--- src/rtl/prog_loader_if.sv ---
// Byte-stream input and memory write bus between the boot byte source and the loader.
interface prog_loader_if;
  logic        in_valid;
  logic [7:0]  in_data;
  logic        in_ready;
  logic        mem_we;
  logic [31:0] mem_addr;
  logic [31:0] mem_wdata;

  modport master (
    output in_valid, in_data,
    input  in_ready, mem_we, mem_addr, mem_wdata
  );

  modport slave (
    input  in_valid, in_data,
    output in_ready, mem_we, mem_addr, mem_wdata
  );
endinterface

--- src/rtl/prog_loader.sv ---
// Boot loader: reads a 16-bit word count then big-endian words from a byte stream,
// writes them to consecutive memory words and holds the CPU until the load completes.
module prog_loader #(
  parameter int          ADDR_W    = 8,
  parameter logic [31:0] BASE_ADDR = 32'h0000_0000
) (
  input  logic          clk,
  input  logic          rst,
  input  logic          start,
  prog_loader_if.slave  bus,
  output logic          cpu_hold,
  output logic          done,
  output logic          err
);

  typedef enum logic [2:0] {
    S_LEN_HI, S_LEN_LO, S_DATA, S_WRITE, S_DONE, S_ERR
  } state_e;

  localparam logic [31:0] CAPACITY = 32'd1 << ADDR_W;

  state_e            state_q, state_d;
  logic [15:0]       len_q, len_d;
  logic [ADDR_W:0]   index_q, index_d;
  logic [1:0]        byte_cnt_q, byte_cnt_d;
  logic [23:0]       shift_q, shift_d;
  logic [31:0]       addr_q, addr_d;
  logic [31:0]       wdata_q, wdata_d;

  logic        in_ready;
  logic        fire;
  logic [15:0] hdr_len;

  assign in_ready = (state_q == S_LEN_HI) || (state_q == S_LEN_LO) || (state_q == S_DATA);
  assign fire     = bus.in_valid && in_ready;
  assign hdr_len  = {len_q[15:8], bus.in_data};

  assign bus.in_ready  = in_ready;
  assign bus.mem_we    = (state_q == S_WRITE);
  assign bus.mem_addr  = addr_q;
  assign bus.mem_wdata = wdata_q;
  assign cpu_hold      = (state_q != S_DONE);
  assign done          = (state_q == S_DONE);
  assign err           = (state_q == S_ERR);

  always_ff @(posedge clk) begin
    if (!rst) begin
      state_q    <= S_LEN_HI;
      len_q      <= '0;
      index_q    <= '0;
      byte_cnt_q <= '0;
      shift_q    <= '0;
      addr_q     <= BASE_ADDR;
      wdata_q    <= '0;
    end else begin
      state_q    <= state_d;
      len_q      <= len_d;
      index_q    <= index_d;
      byte_cnt_q <= byte_cnt_d;
      shift_q    <= shift_d;
      addr_q     <= addr_d;
      wdata_q    <= wdata_d;
    end
  end

  always_comb begin
    state_d    = state_q;
    len_d      = len_q;
    index_d    = index_q;
    byte_cnt_d = byte_cnt_q;
    shift_d    = shift_q;
    addr_d     = addr_q;
    wdata_d    = wdata_q;

    case (state_q)
      S_LEN_HI: begin
        if (fire) begin
          len_d[15:8] = bus.in_data;
          state_d     = S_LEN_LO;
        end
      end
      S_LEN_LO: begin
        if (fire) begin
          len_d[7:0] = bus.in_data;
          index_d    = '0;
          byte_cnt_d = '0;
          if (hdr_len == 16'd0) begin
            state_d = S_DONE;
          end else if ({16'd0, hdr_len} > CAPACITY) begin
            state_d = S_ERR;
          end else begin
            state_d = S_DATA;
          end
        end
      end
      S_DATA: begin
        if (fire) begin
          byte_cnt_d = byte_cnt_q + 2'd1;
          if (byte_cnt_q == 2'd3) begin
            // Address and data are latched here so they stay stable after the write.
            wdata_d = {shift_q, bus.in_data};
            addr_d  = BASE_ADDR + (32'(index_q) << 2);
            state_d = S_WRITE;
          end else begin
            shift_d = {shift_q[15:0], bus.in_data};
          end
        end
      end
      S_WRITE: begin
        index_d    = index_q + 1'b1;
        byte_cnt_d = '0;
        if (32'(index_q) + 32'd1 == {16'd0, len_q}) begin
          state_d = S_DONE;
        end else begin
          state_d = S_DATA;
        end
      end
      S_DONE, S_ERR: begin
        if (start) begin
          state_d    = S_LEN_HI;
          index_d    = '0;
          byte_cnt_d = '0;
        end
      end
      default: state_d = S_LEN_HI;
    endcase
  end

endmodule

--- src/flat_wrapper.sv ---
// flat-port wrapper written by rule: the top's interface ports become plain ports
module prog_loader_flat 
#(
  parameter int          ADDR_W    = 8,
  parameter logic [31:0] BASE_ADDR = 32'h0000_0000
)
  (clk, rst, start, cpu_hold, done, err, bus_in_valid, bus_in_data, bus_in_ready, bus_mem_we, bus_mem_addr, bus_mem_wdata);
  prog_loader_if bus_i ();
  input  logic clk;
  input  logic rst;
  input  logic start;
  output logic cpu_hold;
  output logic done;
  output logic err;
  input wire logic [$bits(bus_i.in_valid)-1:0] bus_in_valid;
  input wire logic [$bits(bus_i.in_data)-1:0] bus_in_data;
  output wire logic [$bits(bus_i.in_ready)-1:0] bus_in_ready;
  output wire logic [$bits(bus_i.mem_we)-1:0] bus_mem_we;
  output wire logic [$bits(bus_i.mem_addr)-1:0] bus_mem_addr;
  output wire logic [$bits(bus_i.mem_wdata)-1:0] bus_mem_wdata;
  assign bus_i.in_valid = bus_in_valid;
  assign bus_i.in_data = bus_in_data;
  assign bus_in_ready = bus_i.in_ready;
  assign bus_mem_we = bus_i.mem_we;
  assign bus_mem_addr = bus_i.mem_addr;
  assign bus_mem_wdata = bus_i.mem_wdata;
  prog_loader #(.ADDR_W(ADDR_W), .BASE_ADDR(BASE_ADDR)) u_core (.clk(clk), .rst(rst), .start(start), .bus(bus_i), .cpu_hold(cpu_hold), .done(done), .err(err));
endmodule
--- config.mk ---
export PLATFORM = sky130hd
export DESIGN_NAME = prog_loader_flat
export DESIGN_NICKNAME = d
export VERILOG_FILES = /design/src/rtl/prog_loader_if.sv /design/src/rtl/prog_loader.sv /design/src/flat_wrapper.sv
export SDC_FILE = /design/constraint.sdc
export NUM_CORES = 1
export LEC_CHECK = 0
export ABC_AREA = 1
export CORE_MARGIN = 2
export CORE_UTILIZATION = 58
export CTS_BUF_LIST = sky130_fd_sc_hd__clkbuf_4 sky130_fd_sc_hd__clkbuf_8
export DETAILED_ROUTE_END_ITERATION = 10
export PLACE_DENSITY_LB_ADDON = 0.12
export SYNTH_ARGS = -nofsm -noshare
export SYNTH_HDL_FRONTEND = slang
export SYNTH_SLANG_ARGS = --single-unit
--- constraint.sdc ---
create_clock -name clk -period 3.85 [get_ports clk]
set_clock_uncertainty 0.05 [all_clocks]
set_input_delay 0.5775 -clock clk [delete_from_list [all_inputs] [get_ports clk]]
set_output_delay 0.5775 -clock clk [all_outputs]
set_load 0.02 [all_outputs]
==> flow_metrics.py, run 1 <==
metrics = {
    "cts": {
        "cts_root_buf": "clkbuf_8",
        "clock-sinks": 95,
        "clkTransAtPathRegs_ns": 0.10,
        "cts_buffers": 9,
        "insertion_delay_ns": 0.37,
        "cts_hold_buf": 0,
        "post_cts_resize_count": 0,
        "post-cts-setup-buffers": 0,
        "htree_levels": 3,
        "cts_tree": "built",
        "cts_buffer_depth": 2,
    },
    "power_and_ir_drop": {
        "internal_power_mw": 1.34,
        "power_frac_clock_pct": 34.4,
        "power_density_nw_per_um2": 385,
        "p_total_mw": 1.89,
        "swShare_pct": 28.9,
        "p_comb_share_pct": 11.2,
        "pwr-share-seq_pct": 54.4,
        "p_switching_mw": 0.546,
        "ir_drop_mv": 0.265,
        "power_leakage_nw": 1.84,
    },
    "sta": {
        "slew_headroom_pct": 50.6,
        "max_freq_ghz": 0.369,
        "rsz0062_at_grt": "false",
        "final_hold_viol_count": 0,
        "slew_viol_final": 0,
        "fin_setup_tns_ns": 0,
        "period_share_pct": 70.3,
        "worst_pin_slew_ns": 0.739,
        "post-route-min-period_ns": 2.71,
        "setup_viol": 0,
        "hold-worst-slack_ns": 0.402,
    },
    "cells_and_area": {
        "areaGrowthSynthToFinish_pct": 17.1,
        "multi_input_area_um2": 1820,
        "layout.nets": 639,
        "drive_above_1_share_pct": 6.51,
        "regArea_um2": 1900,
        "nFillCells": 598,
        "post-route-util_pct": 71.1,
        "diodes": 0,
    },
    "die": {
        "start_util_pct": 60.7,
        "coreArea_um2": 6910,
        "dieArea_um2": 7920,
        "die_height_um": 89.0,
        "io_pins": 81,
        "dieWidth_um": 89.0,
        "row_count": 30,
    },
    "setup_path": {
        "crit_type": "reg2out",
        "crit_arrival_ns": 2.08,
        "r2r-end": "u_core.bus.mem_wdata[18]",
        "critPathCaptureType": "primary output",
        "crit_required_ns": 3.22,
        "ff2ff_setup_slack_ns": 1.69,
        "start_kind": "flip-flop",
        "cp_max_fo": 12,
        "r2r_cells": 7,
        "worstReg2RegStart": "u_core.state_q[2]",
    },
    "grt": {
        "grt_start_max_net_pins": 51,
        "grt.overflow.total": 0,
        "track_usage_pct": 24.7,
        "grt_pass1_vias": 3229,
        "grt_pass1_wl_um": 15300,
        "antenna_found_initial": 0,
    },
    "placement": {
        "hpwl_um": 6640,
        "port_buffers": 57,
        "place.gp.congestion": 0.850,
    },
    "worst_hold_path": {
        "hp-start": "u_core.bus.mem_wdata[1]",
        "hold_path.class": "reg2reg",
        "whs_endpoint": "u_core.bus.mem_wdata[1]",
        "whs_path_depth": 2,
    },
    "synthesis": {
        "synth_area_leaders": "dfxtp_1 (45%), a21oi_1 (10%), nor2_1 (8.7%)",
        "ys_seq_area_share_pct": 45.4,
        "ys_types": 34,
        "synth.ff_latch_count": 95,
        "yosysWarningCount": 0,
        "synth_top_area_share_pct": 45.4,
        "synth_area_per_cell_um2": 7.25,
        "syn_area_um2": 4190,
        "yosys.area.top_type": "dfxtp_1",
        "synthCells": 578,
    },
    "detailed_routing": {
        "firstDrtPassIters": 5,
        "wl_per_cell_um": 13.0,
        "ant_nets": 0,
        "drt_first_iter_violations": 315,
        "vias": 3743,
        "vias_per_cell": 5.16,
        "drc": 0,
        "wirelength_um": 9440,
    },
    "status": {
        "outcome": "finished clean",
    },
    "job": {
        "cap_viol_max_count": 0,
    },
}
==> worst max path at each step <==
stage,start,end,depth (start not counted)
6_report,u_core.state_q[1],bus_mem_we,4
5_1_grt,u_core.state_q[1],bus_mem_we,4
4_1_cts,u_core.state_q[1],bus_mem_we,4
3_5_place_dp,bus_in_valid,u_core.bus.mem_wdata[18],7
3_3_place_gp,bus_in_valid,u_core.bus.mem_wdata[27],7
2_1_floorplan,u_core.state_q[1],cpu_hold,4
==> registers in the layout (all words and copies together), names as in the netlist <==
register	count
u_core.bus.mem_addr	9
u_core.bus.mem_wdata	32
u_core.byte_cnt_q	2
u_core.index_q	9
u_core.len_q	16
u_core.shift_q	24
u_core.state_q	3
==> synth_stat cells <==
library cell   n
inv_2          3
or2_2          2
buf_2          6
nor3_2         1
conb_1         1
nand2_1       68
nand2_2        2
ha_1           2
a22oi_1        1
clkbuf_1      15
a21oi_1       87
nand3_1       28
nor2_1        97
and3_1         1
nand3b_1       2
inv_4          1
dfxtp_1       95
inv_1         63
a31oi_1        1
nor3_4         1
xnor2_1        1
clkinv_1       2
o21ai_0       56
buf_4         23
a21oi_2        2
nor2_8         1
nor3_1         2
a211oi_1       1
nor2_2         5
xor2_1         1
buf_6          3
nor2_4         2
nand4_1        1
nand3_2        1
==> routing by layer <==
metal  global-route usage (%)  share of wire [%]  vias to the layer above  wire, µm
li1                         -                  -                     1902         -
met1                     36.1                 49                     1693      4640
met2                     36.2                 42                      129      4010
met3                     4.16                6.3                       19       592
met4                     10.4                2.1                        0       199
met5                        0                  0                        -         0
==> placed cells by master (no fill, tap or decap), types with 3 or more instances in the layout <==
cell	instances
nor2_1	97
buf_4	3
nand2_1	68
conb_1	23
inv_1	63
dfxtp_1	95
clkbuf_8	10
a21oi_1	87
nor2_2	5
inv_2	3
inv_6	3
clkdlybuf4s50_1	57
o21ai_0	56
nand3_1	28
==> cells by family after synthesis <==
family | synth area share, %
adder cells (fa/ha/maj) | 0.597
flip-flops | 45.4
AO/OA/AOI/OAI | 18.0
XOR/XNOR | 0.418
other | 0.0895
buffers and inverters | 13.2
AND/OR/NAND/NOR | 22.3
==> worst max-delay path, stage by stage, from the launching register on <==
cell	delay [ns]
dfxtp_1	0.52
inv_2	0.15
nor3_1	0.21
buf_4	0.22
clkdlybuf4s50_1	0.62
==> metrics by stage <==
stage          instances  setup WS (ns)  cell area [µm²]
3_3_place_gp         710           1.23             4710
4_1_cts              726           1.15             4910
6_report             726           1.14             4910
3_5_place_dp         710           1.16             4710
5_1_grt              726           1.06             4910
2_1_floorplan        600           2.12             4270
==> cell type report <==
class,instances,share of cell area [%]
sequential,95,38.8
clock inverter,6,1.17
multi-input combinational,389,37.0
tap,96,2.45
timing repair buffer,61,12.5
clock buffer,10,2.80
inverter,69,5.33
==> power by group through the flow <==
stage          clock, mW  sequential, mW  combinational (mW)
2_1_floorplan          0            1.05               0.170
3_3_place_gp           0            1.05               0.204
3_5_place_dp           0            1.05               0.207
4_1_cts            0.658            1.03               0.209
5_1_grt            0.699            1.03               0.237
6_report           0.650            1.03               0.212
No activity file was read; power rests on OpenSTA's default activity.
==> run 2, diff against run 1 <==
CORE_UTILIZATION = 48   (was 58)
clock period = 2.3 ns   (was 3.85 ns; I/O delays follow)
==> flow_metrics.py, run 2 (same netlist as run 1, synthesis figures left out) <==
metrics = {
    "status": {
        "outcome": "finished clean",
    },
    "power_and_ir_drop": {
        "power_density_nw_per_um2": 628,
        "ir_drop_mv": 0.305,
        "p_total_mw": 3.12,
        "power_leakage_nw": 1.86,
    },
    "grt": {
        "grt_pass1_vias": 3539,
        "grt_pass1_wl_um": 17000,
        "antenna_found_initial": 0,
        "grt_start_max_net_pins": 83,
        "track_usage_pct": 21.6,
        "grt.overflow.total": 0,
    },
    "sta": {
        "fin_setup_tns_ns": 0,
        "slew_viol_final": 0,
        "rsz0062_at_grt": "false",
        "max_freq_ghz": 0.455,
        "setup_viol": 0,
        "period_share_pct": 95.5,
        "fin_ws_ns": 0.103,
        "post-route-min-period_ns": 2.20,
        "final_hold_viol_count": 0,
    },
    "cells_and_area": {
        "post-route-util_pct": 57.7,
        "diodes": 0,
        "nFillCells": 832,
        "layout.nets": 645,
        "areaGrowthSynthToFinish_pct": 18.5,
        "layout_commonest_cell": "nor2_1",
        "drive_above_1_share_pct": 7.55,
        "layout.cells.non_filler": 744,
        "largest_reg_flops": 32,
        "final_cell_mix": "nor2_1 (97), dfxtp_1 (94), a21oi_1 (87)",
    },
    "setup_path": {
        "crit_required_ns": 1.90,
        "ff2ff_setup_slack_ns": 0.42,
        "path_cells": "inv_2 > nor3_1 > clkdlybuf4s50_1",
        "start_kind": "flip-flop",
        "critPathCaptureType": "primary output",
        "cp_max_fo": 5,
        "max_stage_delay_ns": 0.66,
        "crit_arrival_ns": 1.80,
        "crit_type": "reg2out",
        "r2r_cells": 11,
        "cpMaxStageDelayCell": "clkdlybuf4s50_1",
    },
    "placement": {
        "hpwl_um": 7130,
        "post-place-ws_ns": 0.208,
        "place.gp.congestion": 0.927,
        "dp.cells": 728,
        "port_buffers": 57,
    },
    "die": {
        "row_count": 34,
        "die_height_um": 97.4,
        "io_pins": 81,
        "dieWidth_um": 97.4,
        "dieArea_um2": 9490,
        "start_util_pct": 48.7,
        "coreArea_um2": 8590,
    },
    "cts": {
        "clock-sinks": 95,
        "post_cts_resize_count": 1,
        "cts_buffers": 9,
        "post-cts-setup-buffers": 0,
        "cts_root_buf": "clkbuf_8",
        "cts_tree": "built",
        "clkTransAtPathRegs_ns": 0.10,
        "cts_hold_buf": 0,
        "cts_buffer_depth": 2,
        "insertion_delay_ns": 0.36,
        "htree_levels": 3,
    },
    "worst_hold_path": {
        "whs_path_depth": 2,
        "hold_path.class": "reg2reg",
    },
    "detailed_routing": {
        "vias": 3807,
        "ant_nets": 0,
        "wl_per_cell_um": 13.6,
        "wirelength_um": 10100,
        "drt_first_iter_violations": 244,
        "firstDrtPassIters": 5,
        "drc": 0,
        "vias_per_cell": 5.12,
    },
    "job": {
        "cap_viol_max_count": 0,
    },
}
==> run 2: changes by cell type in the layout (fill, tap and decap cells not counted), sizes merged <==
cell      before  now
clkbuf        10    9
buf            4   10
clkinv         3    4
inv           72   71
clkinvlp       0    1
==> run 2: metal layers <==
metal / wire [µm] / up-vias / track usage (%)
met5: 0 / - / 0
met4: 153 / 0 / 6.73
met3: 624 / 17 / 4.17
met2: 4540 / 134 / 34.0
met1: 4790 / 1743 / 30.3
li1: - / 1913 / -
==> run 2: final cells by class <==
type                       count  area, µm²  area share (%)
inverter                      69        262            5.27
timing repair buffer          67        671            13.5
clock buffer                   9        124            2.50
tap                          108        135            2.72
sequential                    95       1900            38.4
clock inverter                 7       52.6            1.06
multi-input combinational    389       1820            36.6
==> run 2: metrics by stage <==
| stage | area, µm² | hold slack, ns |
|---|---|---|
| after floorplan | 4270 | 0.380 |
| after global placement | 4780 | 0.382 |
| after detailed placement | 4780 | 0.387 |
| after CTS | 4960 | 0.402 |
| after global routing | 4960 | 0.426 |
| final | 4960 | 0.400 |
==> run 2: where the power goes <==
part           switching, mW  total, mW  internal (mW)
clock network          0.617       1.02          0.405
logic                  0.252      0.371          0.119
registers             0.0326       1.72           1.69
total                  0.902       3.12           2.21
==> run 2: critical path, delay by kind of cell, from the launching register on <==
family / cells / cell delay [ns]
buf+inv: 2 / 0.77
flops: 1 / 0.43
simple gates: 1 / 0.25
==> run 2: final timing paths <==
kind	from	end
worst max-delay path	u_core.state_q[1]	bus_mem_we
worst min-delay path	u_core.bus.mem_wdata[19]	u_core.bus.mem_wdata[19]
worst max register to register	u_core.index_q[0]	u_core.state_q[2]
worst min register to register	u_core.bus.mem_wdata[19]	u_core.bus.mem_wdata[19]
